### src/rtl/ship_life_ctrl.sv
// Player-ship game-flow controller: start, lives, death delay, respawn,
// post-respawn invulnerability, pause and game-over sequencing.
module ship_life_ctrl #(
    parameter int unsigned LIVES          = 3,
    parameter int unsigned RESPAWN_FRAMES = 60,
    parameter int unsigned INVULN_FRAMES  = 120
) (
    input  logic        frame_clk,
    input  logic        Reset,
    input  logic [23:0] keycode,
    input  logic        hit_in,
    output logic        ship_reset,
    output logic        ship_enable,
    output logic        collide_en,
    output logic        ship_visible,
    output logic [3:0]  lives,
    output logic [2:0]  game_state,
    output logic        game_over
);

    localparam int unsigned KEY_W   = 8;
    localparam int unsigned TIMER_W = 8;
    localparam int unsigned LIVES_W = 4;
    localparam int unsigned STATE_W = 3;

    localparam logic [KEY_W-1:0] KEY_START = 8'h28;
    localparam logic [KEY_W-1:0] KEY_PAUSE = 8'h13;

    typedef enum logic [STATE_W-1:0] {
        ST_IDLE   = 3'd0,
        ST_PLAY   = 3'd1,
        ST_DYING  = 3'd2,
        ST_INVULN = 3'd3,
        ST_PAUSE  = 3'd4,
        ST_OVER   = 3'd5
    } state_t;

    state_t               state_q, state_d, ret_q, ret_d;
    logic [LIVES_W-1:0]   lives_q, lives_d;
    logic [TIMER_W-1:0]   timer_q, timer_d;
    logic                 start_prev_q, pause_prev_q;
    logic                 pulse_d;
    logic                 enable_d, collide_d, visible_d, over_d;

    logic start_now_c, pause_now_c, start_press_c, pause_press_c;

    // Key presence in any slot, and rising-edge press detection
    assign start_now_c = (keycode[23:16] == KEY_START) || (keycode[15:8] == KEY_START) ||
                         (keycode[7:0] == KEY_START);
    assign pause_now_c = (keycode[23:16] == KEY_PAUSE) || (keycode[15:8] == KEY_PAUSE) ||
                         (keycode[7:0] == KEY_PAUSE);
    assign start_press_c = start_now_c && !start_prev_q;
    assign pause_press_c = pause_now_c && !pause_prev_q;

    // State and output registers
    always_ff @(posedge frame_clk) begin
        if (!Reset) begin
            state_q      <= ST_IDLE;
            ret_q        <= ST_PLAY;
            lives_q      <= LIVES_W'(LIVES);
            timer_q      <= '0;
            start_prev_q <= 1'b0;
            pause_prev_q <= 1'b0;
            ship_reset   <= 1'b0;
            ship_enable  <= 1'b0;
            collide_en   <= 1'b0;
            ship_visible <= 1'b1;
            game_over    <= 1'b0;
        end else begin
            state_q      <= state_d;
            ret_q        <= ret_d;
            lives_q      <= lives_d;
            timer_q      <= timer_d;
            start_prev_q <= start_now_c;
            pause_prev_q <= pause_now_c;
            ship_reset   <= pulse_d;
            ship_enable  <= enable_d;
            collide_en   <= collide_d;
            ship_visible <= visible_d;
            game_over    <= over_d;
        end
    end

    // Next-state, lives, timer and respawn-pulse logic
    always_comb begin
        state_d = state_q;
        ret_d   = ret_q;
        lives_d = lives_q;
        timer_d = timer_q;
        pulse_d = 1'b0;
        case (state_q)
            ST_IDLE, ST_OVER: begin
                if (start_press_c) begin
                    state_d = ST_PLAY;
                    lives_d = LIVES_W'(LIVES);
                    pulse_d = 1'b1;
                end
            end
            ST_PLAY: begin
                if (hit_in) begin
                    if (lives_q > LIVES_W'(1)) begin
                        state_d = ST_DYING;
                        lives_d = lives_q - LIVES_W'(1);
                        timer_d = TIMER_W'(RESPAWN_FRAMES - 1);
                    end else begin
                        state_d = ST_OVER;
                        lives_d = '0;
                    end
                end else if (pause_press_c) begin
                    state_d = ST_PAUSE;
                    ret_d   = ST_PLAY;
                end
            end
            ST_DYING: begin
                if (timer_q == '0) begin
                    state_d = ST_INVULN;
                    pulse_d = 1'b1;
                    timer_d = TIMER_W'(INVULN_FRAMES - 1);
                end else begin
                    timer_d = timer_q - TIMER_W'(1);
                end
            end
            ST_INVULN: begin
                if (pause_press_c) begin
                    state_d = ST_PAUSE;
                    ret_d   = ST_INVULN;
                end else if (timer_q == '0) begin
                    state_d = ST_PLAY;
                end else begin
                    timer_d = timer_q - TIMER_W'(1);
                end
            end
            ST_PAUSE: begin
                if (pause_press_c) begin
                    state_d = ret_q;
                end
            end
            default: state_d = ST_IDLE;
        endcase
    end

    // Output decode from the upcoming state; INVULN blinks on timer bit 3
    always_comb begin
        enable_d  = 1'b0;
        collide_d = 1'b0;
        visible_d = 1'b1;
        over_d    = 1'b0;
        case (state_d)
            ST_PLAY: begin
                enable_d  = 1'b1;
                collide_d = 1'b1;
            end
            ST_DYING:  visible_d = 1'b0;
            ST_INVULN: begin
                enable_d  = 1'b1;
                visible_d = ~timer_d[3];
            end
            ST_OVER: begin
                visible_d = 1'b0;
                over_d    = 1'b1;
            end
            default: ;
        endcase
    end

    assign lives      = lives_q;
    assign game_state = state_q;

endmodule
### config.mk
export PLATFORM = sky130hd
export DESIGN_NAME = ship_life_ctrl
export DESIGN_NICKNAME = d
export VERILOG_FILES = /design/src/rtl/ship_life_ctrl.sv
export SDC_FILE = /design/constraint.sdc
export NUM_CORES = 1
export LEC_CHECK = 0
export ABC_AREA = 1
export CAP_MARGIN = 40
export CORE_UTILIZATION = 45
export DETAILED_ROUTE_END_ITERATION = 8
export PLACE_DENSITY = 0.81
export SYNTH_ARGS = -nofsm -noshare
export SYNTH_HDL_FRONTEND = slang
export SYNTH_SLANG_ARGS = --single-unit
### constraint.sdc
create_clock -name frame_clk -period 1.57 [get_ports frame_clk]
set_clock_uncertainty 0.05 [all_clocks]
set_input_delay 0.314 -clock frame_clk [delete_from_list [all_inputs] [get_ports frame_clk]]
set_output_delay 0.314 -clock frame_clk [all_outputs]
set_load 0.01 [all_outputs]
## Word level (Yosys, flattened, before mapping)

Index checks and enable logic that the tools add are counted.

| operators by class | value |
|---|---|
| bitwise logic cells | 1 |
| eq/ne operators | 23 |
| reduce and logical (&&, ||, !) cells | 19 |
| add/subtract/negate cells | 2 |
| $lt $le $gt $ge | 1 |
| mux-type cells | 30 |

Operators with widths:

| cell | number |
|---|---|
| 8-bit 2-to-1 mux | 5 |
| 3-bit 2-to-1 mux | 11 |
| 8-bit by 5-bit equality test with 1-bit output (second input constant) | 3 |
| 8-bit by 6-bit equality test with 1-bit output (second input constant) | 3 |
| 8-bit case mux with 3 select lines | 1 |
| 2-bit inequality test (second input constant) | 8 |
| 3-bit case mux with 5 select lines | 1 |
| 3-bit by 2-bit equality test with 1-bit output (second input constant) | 4 |
| 4-bit 2-to-1 mux | 3 |
| 3-bit equality test (second input constant) | 3 |
| 8-bit zero test | 1 |
| 4-bit case mux with 2 select lines | 1 |
| 8-bit by 1-bit subtractor with 8-bit output (second input constant) | 1 |
| 3-bit by 1-bit equality test with 1-bit output (second input constant) | 2 |
| 3-bit case mux with 2 select lines | 1 |
| 2-bit OR reduction | 3 |
| 1-bit 2-to-1 mux | 5 |
| 5-bit AND reduction | 1 |
| 4-bit by 1-bit > comparator with 1-bit output (second input constant) | 1 |
| 1-bit logical OR | 4 |
| 1-bit case mux with 2 select lines | 2 |
| 4-bit AND reduction | 1 |
| 2-bit nonzero test | 2 |
| 4-bit by 1-bit subtractor with 4-bit output (second input constant) | 1 |
| 6 further kinds | 8 |

| storage, ports and cells | value |
|---|---|
| bits in registers | 25 |
| output and inout bits | 12 |
| word-level logic and storage cells | 88 |

## Logic depth before layout (Yosys ltp)

Gate-level depths: netlist of the first run.

| depth | value |
|---|---|
| depth in word-level cells | 10 |
| gate-level depth with buffers | 13 |

## Worst setup path before layout of the first run

No wires, ideal clock.

| timing | value |
|---|---|
| path kind | reg-to-reg |
| start | register lives_q[0], in the netlist lives[0] |
| end | register timer_q[0] |
| slack | -0.159 ns |
| arrival time | 1.564 ns |
| library setup time | 0.115 ns |
| required time | 1.405 ns |
| stages on the path, launching flop included | 13 |
| path through | dfxtp_1 inv_1 ha_1 nor2_1 nor3_2 nand2_1 nand2_2 nor3_2 nand2_2 inv_4 nand2_4 nor3_2 nor2_1 |

| on the way | value |
|---|---|
| word-level cells in the longest chain between the ends | 3 |

RTL lines:

| item | line | text |
|---|---|---|
| from (decl) | 39 | `logic [LIVES_W-1:0] lives_q, lives_d;` |
| from (signal assigned) | 60 | `lives_q <= LIVES_W'(LIVES);` |
| from (signal assigned) | 72 | `lives_q <= lives_d;` |
| 4-bit by 1-bit > comparator with 1-bit output | 101 | `if (lives_q > LIVES_W'(1)) begin` |
| 2-bit inequality test (no source line) | n/a |  |
| 5-bit AND reduction (no source line) | n/a |  |
| to (signal assigned) | 73 | `timer_q <= timer_d;` |
| to (decl) | 40 | `logic [TIMER_W-1:0] timer_q, timer_d;` |

Every way passes these cells.
A chain may end at the register's enable or synchronous reset.

## Final worst setup path of the first run

| timing | value |
|---|---|
| start | register lives_q[0], in the netlist lives[0] |
| end | register timer_q[4] |

The elaborated chain is that of the path after synthesis.

==> results of run 1 <==
==> per-stage QoR <==
step / setup WS, ns / area [sq um] / util
after floorplan: -0.0595 / 1650 / -
after global placement: -0.426 / 2320 / 0.684
after detailed placement: -0.471 / 2320 / 0.684
after CTS: -0.120 / 2480 / 0.732
after global routing: -0.188 / 2610 / 0.769
final: -0.0986 / 2610 / 0.769
==> per-layer routing <==
metal	routed length (um)	part of all wire	vias to the layer above
met5	0	0	-
met4	227	0.044	0
met3	194	0.038	28
met2	2890	0.57	61
met1	1800	0.35	865
li1	-	-	920
==> sequential cells by signal, indices dropped and copies added, names as in the netlist <==
register,flops
collide_en,1
game_over,1
game_state,3
lives,4
pause_prev_q,1
ret_q,1
ship_enable,1
ship_reset,1
ship_visible,1
start_prev_q,1
timer_q,8
==> cell usage in the layout, fill, tap and decap left out, types with 6 or more instances in the layout <==
master / count
a21oi_1: 7
buf_4: 36
dfxtp_1: 14
dlygate4sd2_1: 31
inv_1: 33
inv_2: 11
nand2_1: 45
nand2_2: 12
nand3_1: 9
nor2_1: 35
nor2_2: 6
nor2_4: 9
==> cell families after synthesis <==
logic type               synth area share
buffers and inverters               0.116
AND/OR/NAND/NOR                     0.451
AO/OA/AOI/OAI                      0.0899
adder cells (fa/ha/maj)            0.0310
flip-flops                          0.285
XOR/XNOR                           0.0271
==> power by group <==
| group | internal (uW) | switching (uW) |
|---|---|---|
| clock network | 99.5 | 184 |
| registers | 582 | 5.41 |
| logic | 130 | 131 |
==> cell type report <==
type	count	area [sq um]
Multi-Input combinational cell	175	1170
Fill cell	262	785
Timing Repair Buffer	78	678
Sequential cell	23	484
Inverter	48	188
Tap cell	46	57.6
Clock buffer	4	26.3
==> what timing repair did <==
| item | 4_1_cts | 5_1_grt |
|---|---|---|
| pin swaps | 31 | 10 |
| hold endpoints to repair | 0 | 0 |
| cloned | 0 | 0 |
| resized for setup | 65 | 32 |
| setup buffers | 7 | 2 |
| setup endpoints to repair | 20 | 20 |
==> final timing paths <==
kind | start | end | slack (ns)
worst max-delay path | lives[0] | timer_q[4] | -0.1
worst min-delay path | timer_q[6] | timer_q[6] | 0.44
worst max register to register | lives[0] | timer_q[4] | -0.1
worst min register to register | timer_q[6] | timer_q[6] | 0.44
==> results.yml, run 1 <==
setup_path:
  crit_path_top_delay_cell: "dfxtp_4"
  required_ns: 1.75
  arrival_ns: 1.85
  path_cells: "inv_4, ha_4, nor2_4, nor3_4, nand2_1, nand2_2, nor3_2, nand2_2, inv_4, nand2_4, nor3_4, nor2_1"
  crit_fanout: 4
  slowest_delay_ns: 0.41
  cp_num_cells: 12
  crit_family: "simple AND/OR/NAND/NOR gates"
  cp_num_buf_inv: 2
  cp-end-kind: "flip-flop"
  start_kind: "flip-flop"
  worstSetupPathType: "flip-flop to flip-flop"
  reg2reg_depth: 12
routing:
  wirelength_mm: 5.11
  drc: 0
  wire_per_inst_um: 13.7
  drt_iter0_markers: 86
  num_vias: 1874
  antenna_left: 0
  first_pass_iters: 4
  post_drt_via_cell_ratio: 5.01
synthesis:
  synth_common_cells: "nand2_1 (51), nor2_1 (42), inv_1 (41)"
  yosys.area.top_type: "dfxtp_1"
  synth_cell_types: 32
  synth_area_sq_mm: 0.00161
  synth.avg_cell_area_sq_um: 6.53
  synth_enable_flop_cells: 0
  syn_inst: 247
  synthesis.nets: 278
  yosysWarningCount: 0
  synth_ff_type: "dfxtp_1"
  yosysTopAreaCellShare: 0.285
  ys_seq_area_frac: 0.285
  synth.area.top_cells: "dfxtp_1 (29%), nand2_1 (12%), nor2_1 (9.8%)"
  synth-async-reset-ratio: 0
  synth-seq-cells: 23
  yosysMostFrequentCell: "nand2_1"
finish:
  area_growth_pct: 61.4
  nNetsFinal: 360
  instances_no_fill: 374
  num_antenna_cells: 0
  drive_gt1_frac: 0.375
timing:
  rsz0062_at_grt: "true"
  layout_setup_ws_ns: -0.0986
  finalSetupTns_ns: -0.463
  whs_ns: 0.439
  finalMaxSlewViolations: 0
  period_share: 1.06
  fmax_mhz: 599
  fin_crit_ns: 1.67
  relSlewSlack: 0.810
  tightest_slew_ns: 0.282
  final-setup-viol-count: 8
  hold_viol_final: 0
outcome:
  outcome: "complete, but fails checks"
  violations: "setup timing"
clock_network:
  ctsLongestPathBuffers: 2
  cts_inserted_buffers: 3
  cts_tree: "done"
  h-tree-depth: 1
  clock_latency_ns: 0.32
  clk_pin_slew_ns: 0.13
  root_buffer: "clkbuf_4"
  cts.sinks: 23
  ctsHoldBuffers: 0
hold_path:
  hold_class: "flip-flop to flip-flop"
  min_path_cells: 1
floorplan:
  core_sq_mm: 0.00339
  die_h_um: 61.9
  io_pins: 39
  dieArea_sq_mm: 0.00383
  die_x_um: 61.9
  start_util: 0.476
  rows: 21
placement:
  globalplace.congestion: 0.884
  placed_cells: 361
  port_buffers: 38
  dp_hpwl_mm: 3.21
global_route:
  grt_pass1_wl_mm: 7.40
  grt_pass1_vias: 1764
  use_met2: 0.504
  grt_max_degree: 13
  grt-busiest-layer: "met2"
  track_usage: 0.261
  antenna_found_initial: 0
  use_met1: 0.266
  grt_util_met3: 0.0559
  grt_overflow_total: 0
pwr:
  p_leak_uw: 0.00137
  power_density_mw_per_mm2: 434
  ir_drop_mv: 0.500
  p_total_uw: 1130
job:
  maxCapViolCount: 0
Note: power is estimated with default switching activity, not from simulation.
==> run 2: changes to the inputs <==
--- a/config.mk
+++ b/config.mk
@@ -6,9 +6,9 @@
 export NUM_CORES = 1
 export LEC_CHECK = 0
 export ABC_AREA = 1
-export CAP_MARGIN = 40
 export CORE_UTILIZATION = 45
 export DETAILED_ROUTE_END_ITERATION = 8
+export GPL_TIMING_DRIVEN = 0
 export PLACE_DENSITY = 0.81
 export SYNTH_ARGS = -nofsm -noshare
 export SYNTH_HDL_FRONTEND = slang
==> results.yml, run 2 (synthesis gave the netlist of run 1 again) <==
outcome:
  outcome: "complete, but fails checks"
  violations: "setup timing"
placement:
  port_buffers: 38
  globalplace.congestion: 0.864
  dp_worst_setup_slack_ns: -0.546
  dp_hpwl_mm: 2.85
hold_path:
  hold_class: "primary input to flip-flop"
global_route:
  grt_pass1_wl_mm: 6.05
  antenna_found_initial: 0
  grt_max_degree: 13
  track_usage: 0.216
  grt_pass1_vias: 1458
  grt_overflow_total: 0
routing:
  num_vias: 1688
  wirelength_mm: 4.21
  wire_per_inst_um: 11.9
  antenna_left: 0
  first_pass_iters: 4
  drc: 0
  post_drt_via_cell_ratio: 4.75
  drt_iter0_markers: 69
timing:
  finalSetupTns_ns: -0.906
  fmax_mhz: 581
  tightest_slew_ns: 0.478
  final-setup-viol-count: 8
  whs_ns: 0.421
  fin_crit_ns: 1.72
  period_share: 1.10
  rsz0062_at_grt: "true"
  finalMaxSlewViolations: 0
  relSlewSlack: 0.681
  hold_viol_final: 0
  layout_setup_ws_ns: -0.151
floorplan:
  core_sq_mm: 0.00339
  die_x_um: 61.9
  dieArea_sq_mm: 0.00383
  rows: 21
  die_h_um: 61.9
  io_pins: 39
  start_util: 0.476
finish:
  largest-register: "timer_q"
  area_growth_pct: 49.5
  largest_reg_flops: 8
  drive_gt1_frac: 0.307
  final_cell_mix: "nand2_1 (44), inv_1 (36), nor2_1 (36)"
  nNetsFinal: 341
  layout_commonest_cell: "nand2_1"
  num_antenna_cells: 0
clock_network:
  clock_latency_ns: 0.33
  cts_tree: "done"
  ctsLongestPathBuffers: 2
  h-tree-depth: 1
  cts_inserted_buffers: 3
  ctsHoldBuffers: 0
  clk_pin_slew_ns: 0.12
  cts.sinks: 23
  root_buffer: "clkbuf_4"
setup_path:
  crit_fanout: 4
  start_kind: "flip-flop"
  arrival_ns: 1.89
  required_ns: 1.74
  worstSetupPathType: "flip-flop to flip-flop"
  cp-end-kind: "flip-flop"
pwr:
  p_total_uw: 1080
  p_leak_uw: 0.00131
  power_density_mw_per_mm2: 448
  ir_drop_mv: 0.550
job:
  maxCapViolCount: 0
run 2: worst max-delay path, stage by stage, from the launching register on:
cell	delay (ns)
dfxtp_4	0.41
inv_4	0.04
ha_4	0.16
nor2_4	0.12
nor3_4	0.05
nand2_1	0.07
nand2_2	0.08
nor3_2	0.17
nand2_2	0.11
buf_6	0.14
buf_4	0.12
nand2_2	0.04
a21oi_1	0.05
run 2: repair_timing:
action                     in CTS  in global routing
cloned                          0                  0
setup endpoints to repair      21                 21
pin swaps                      22                 24
setup buffers                  13                  8
resized for setup              43                 39
run 2: power by group:
group / switching, uW / total, uW / internal (uW)
Clock: 184 / 284 / 99.8
Sequential: 5.97 / 588 / 582
Combinational: 110 / 209 / 98.9
Total: 300 / 1080 / 781
run 2: path summary, 6_finish.rpt:
path	start	end	slack (ns)	cells after the start
worst max register to register	lives[0]	timer_q[2]	-0.15	12
worst min-delay path	keycode[6]	start_prev_q	0.42	6
worst min register to register	timer_q[6]	timer_q[6]	0.43	1
worst max-delay path	lives[0]	timer_q[2]	-0.15	12
run 2: through the flow:
step / cells / area, sq um / util
after floorplan: 247 / 1650 / -
after global placement: 331 / 2090 / 0.616
after detailed placement: 331 / 2090 / 0.616
after CTS: 348 / 2250 / 0.664
after global routing: 355 / 2410 / 0.712
final: 355 / 2410 / 0.712
run 2: layout make-up:
| type | instances | area, sq um |
|---|---|---|
| buffer | 1 | 3.75 |
| clock buffer | 4 | 26.3 |
| tap | 46 | 57.6 |
| sequential | 23 | 484 |
| fill | 273 | 977 |
| multi-input combinational | 175 | 1100 |
| inverter | 48 | 190 |
| timing repair buffer | 58 | 553 |
run 2: layer usage:
metal | vias to the layer above | global-route usage | routed length (um) | share of wire
met5 | - | 0 | 0 | 0
met4 | 0 | 0.0762 | 44 | 0.010
met3 | 6 | 0.0559 | 152 | 0.036
met2 | 36 | 0.399 | 2310 | 0.55
met1 | 760 | 0.237 | 1700 | 0.40
li1 | 886 | - | - | -
==> run 3: changes to the inputs <==
==> constraint.sdc (replaced) <==
create_clock -name frame_clk -period 1.57 [get_ports frame_clk]
set_clock_uncertainty 0.05 [all_clocks]
set_input_delay 0.3925 -clock frame_clk [delete_from_list [all_inputs] [get_ports frame_clk]]
set_output_delay 0.3925 -clock frame_clk [all_outputs]
set_load 0.01 [all_outputs]
==> results.yml, run 3 (synthesis gave the netlist of run 1 again) <==
floorplan:
  io_pins: 39
  dieArea_sq_mm: 0.00383
  rows: 21
  die_x_um: 61.9
  die_h_um: 61.9
  start_util: 0.476
  core_sq_mm: 0.00339
placement:
  port_buffers: 38
  dp_hpwl_mm: 2.85
  dp_worst_setup_slack_ns: -0.625
  dpl_cell_area_sq_mm: 0.00209
  globalplace.congestion: 0.864
  placed_cells: 331
global_route:
  grt_pass1_vias: 1538
  track_usage: 0.229
  antenna_found_initial: 0
  grt_max_degree: 13
  use_met1: 0.244
  grt_pass1_wl_mm: 6.40
  grt_util_met3: 0.0621
  use_met2: 0.430
  grt-busiest-layer: "met2"
  grt_overflow_total: 0
timing:
  fmax_mhz: 579
  rsz0062_at_grt: "true"
  period_share: 1.10
  final-setup-viol-count: 10
  hold_viol_final: 0
  fin_crit_ns: 1.73
  layout_setup_ws_ns: -0.158
  finalMaxSlewViolations: 0
  whs_ns: 0.434
  relSlewSlack: 0.661
  tightest_slew_ns: 0.509
clock_network:
  cts.sinks: 23
  cts_inserted_buffers: 3
  ctsHoldBuffers: 0
  clk_pin_slew_ns: 0.13
  cts_tree: "done"
  root_buffer: "clkbuf_4"
  ctsLongestPathBuffers: 2
  h-tree-depth: 1
  clock_latency_ns: 0.32
outcome:
  outcome: "complete, but fails checks"
  violations: "setup timing"
routing:
  antenna_left: 0
  drt_iter0_markers: 79
  first_pass_iters: 4
  wirelength_mm: 4.10
  wire_per_inst_um: 11.7
  num_vias: 1686
  post_drt_via_cell_ratio: 4.82
  drc: 0
job:
  maxCapViolCount: 0
finish:
  instances_no_fill: 350
  num_antenna_cells: 0
  area_growth_pct: 47.9
  layout_commonest_cell: "nand2_1"
  final_cell_mix: "nand2_1 (45), nor2_1 (37), dlygate4sd2_1 (36)"
  largest_reg_flops: 8
  largest-register: "timer_q"
  n_fill_cell: 281
  drive_gt1_frac: 0.306
  fin_area_sq_mm: 0.00239
  nNetsFinal: 336
setup_path:
  start_kind: "flip-flop"
  cp-end-kind: "flip-flop"
  required_ns: 1.74
  crit_fanout: 5
  worstSetupPathType: "flip-flop to flip-flop"
  arrival_ns: 1.89
pwr:
  power_density_mw_per_mm2: 451
  ir_drop_mv: 0.552
  p_leak_uw: 0.00117
hold_path:
  hold_class: "flip-flop to flip-flop"
-- run 3: final timing paths --
path                    from    endpoint  slack, ns  depth (start not counted)
hold / removal    timer_q[6]  timer_q[6]       0.43                          1
setup / recovery    lives[0]  timer_q[7]      -0.16                         12
setup reg to reg    lives[0]  timer_q[7]      -0.16                         12
hold reg to reg   timer_q[6]  timer_q[6]       0.43                          1
-- run 3: repair_timing --
item,4_1_cts,5_1_grt
endpoints found under the setup margin,27,15
pin swaps,26,16
buffers inserted,12,3
resized for setup,70,26
-- run 3: final cells by class --
class                           count  area [sq um]  share of cell area
Buffer                              1          3.75             0.00157
Inverter                           48           195              0.0818
Multi-Input combinational cell    175          1150               0.483
Timing Repair Buffer               53           467               0.195
Clock buffer                        4          26.3              0.0110
Sequential cell                    23           484               0.203
Tap cell                           46          57.6              0.0241
-- run 3: per-layer routing --
layer / share of wire / vias up
li1: - / 882
met1: 0.40 / 753
met2: 0.54 / 43
met3: 0.041 / 8
met4: 0.017 / 0
met5: 0 / -
-- run 3: report_power, final --
part           switching [uW]  internal, uW  leakage, uW
sequential               5.64           582     0.000190
combinational             109          94.9     0.000965
clock                     186          99.6    0.0000150
total                     301           776      0.00117
-- run 3: critical path, stage by stage, from the launching register on --
cell and delay, ns:
dfxtp_4 0.42, inv_4 0.05, ha_4 0.16, nor2_4 0.10
nor3_4 0.05, nand2_1 0.08, nand2_2 0.09, nor3_2 0.17
nand2_2 0.12, buf_4 0.15, buf_6 0.10, nand2_2 0.05
a21oi_2 0.04
-- run 3: per-stage QoR --
stage	TNS (ns)	util	power (uW)
global route	-2.19	0.704	1130
floorplan	-0.216	-	708
finish	-1.04	0.704	1080
detailed placement	-8.24	0.616	806
CTS	-0.588	0.669	1070
global placement	-7.84	0.616	802
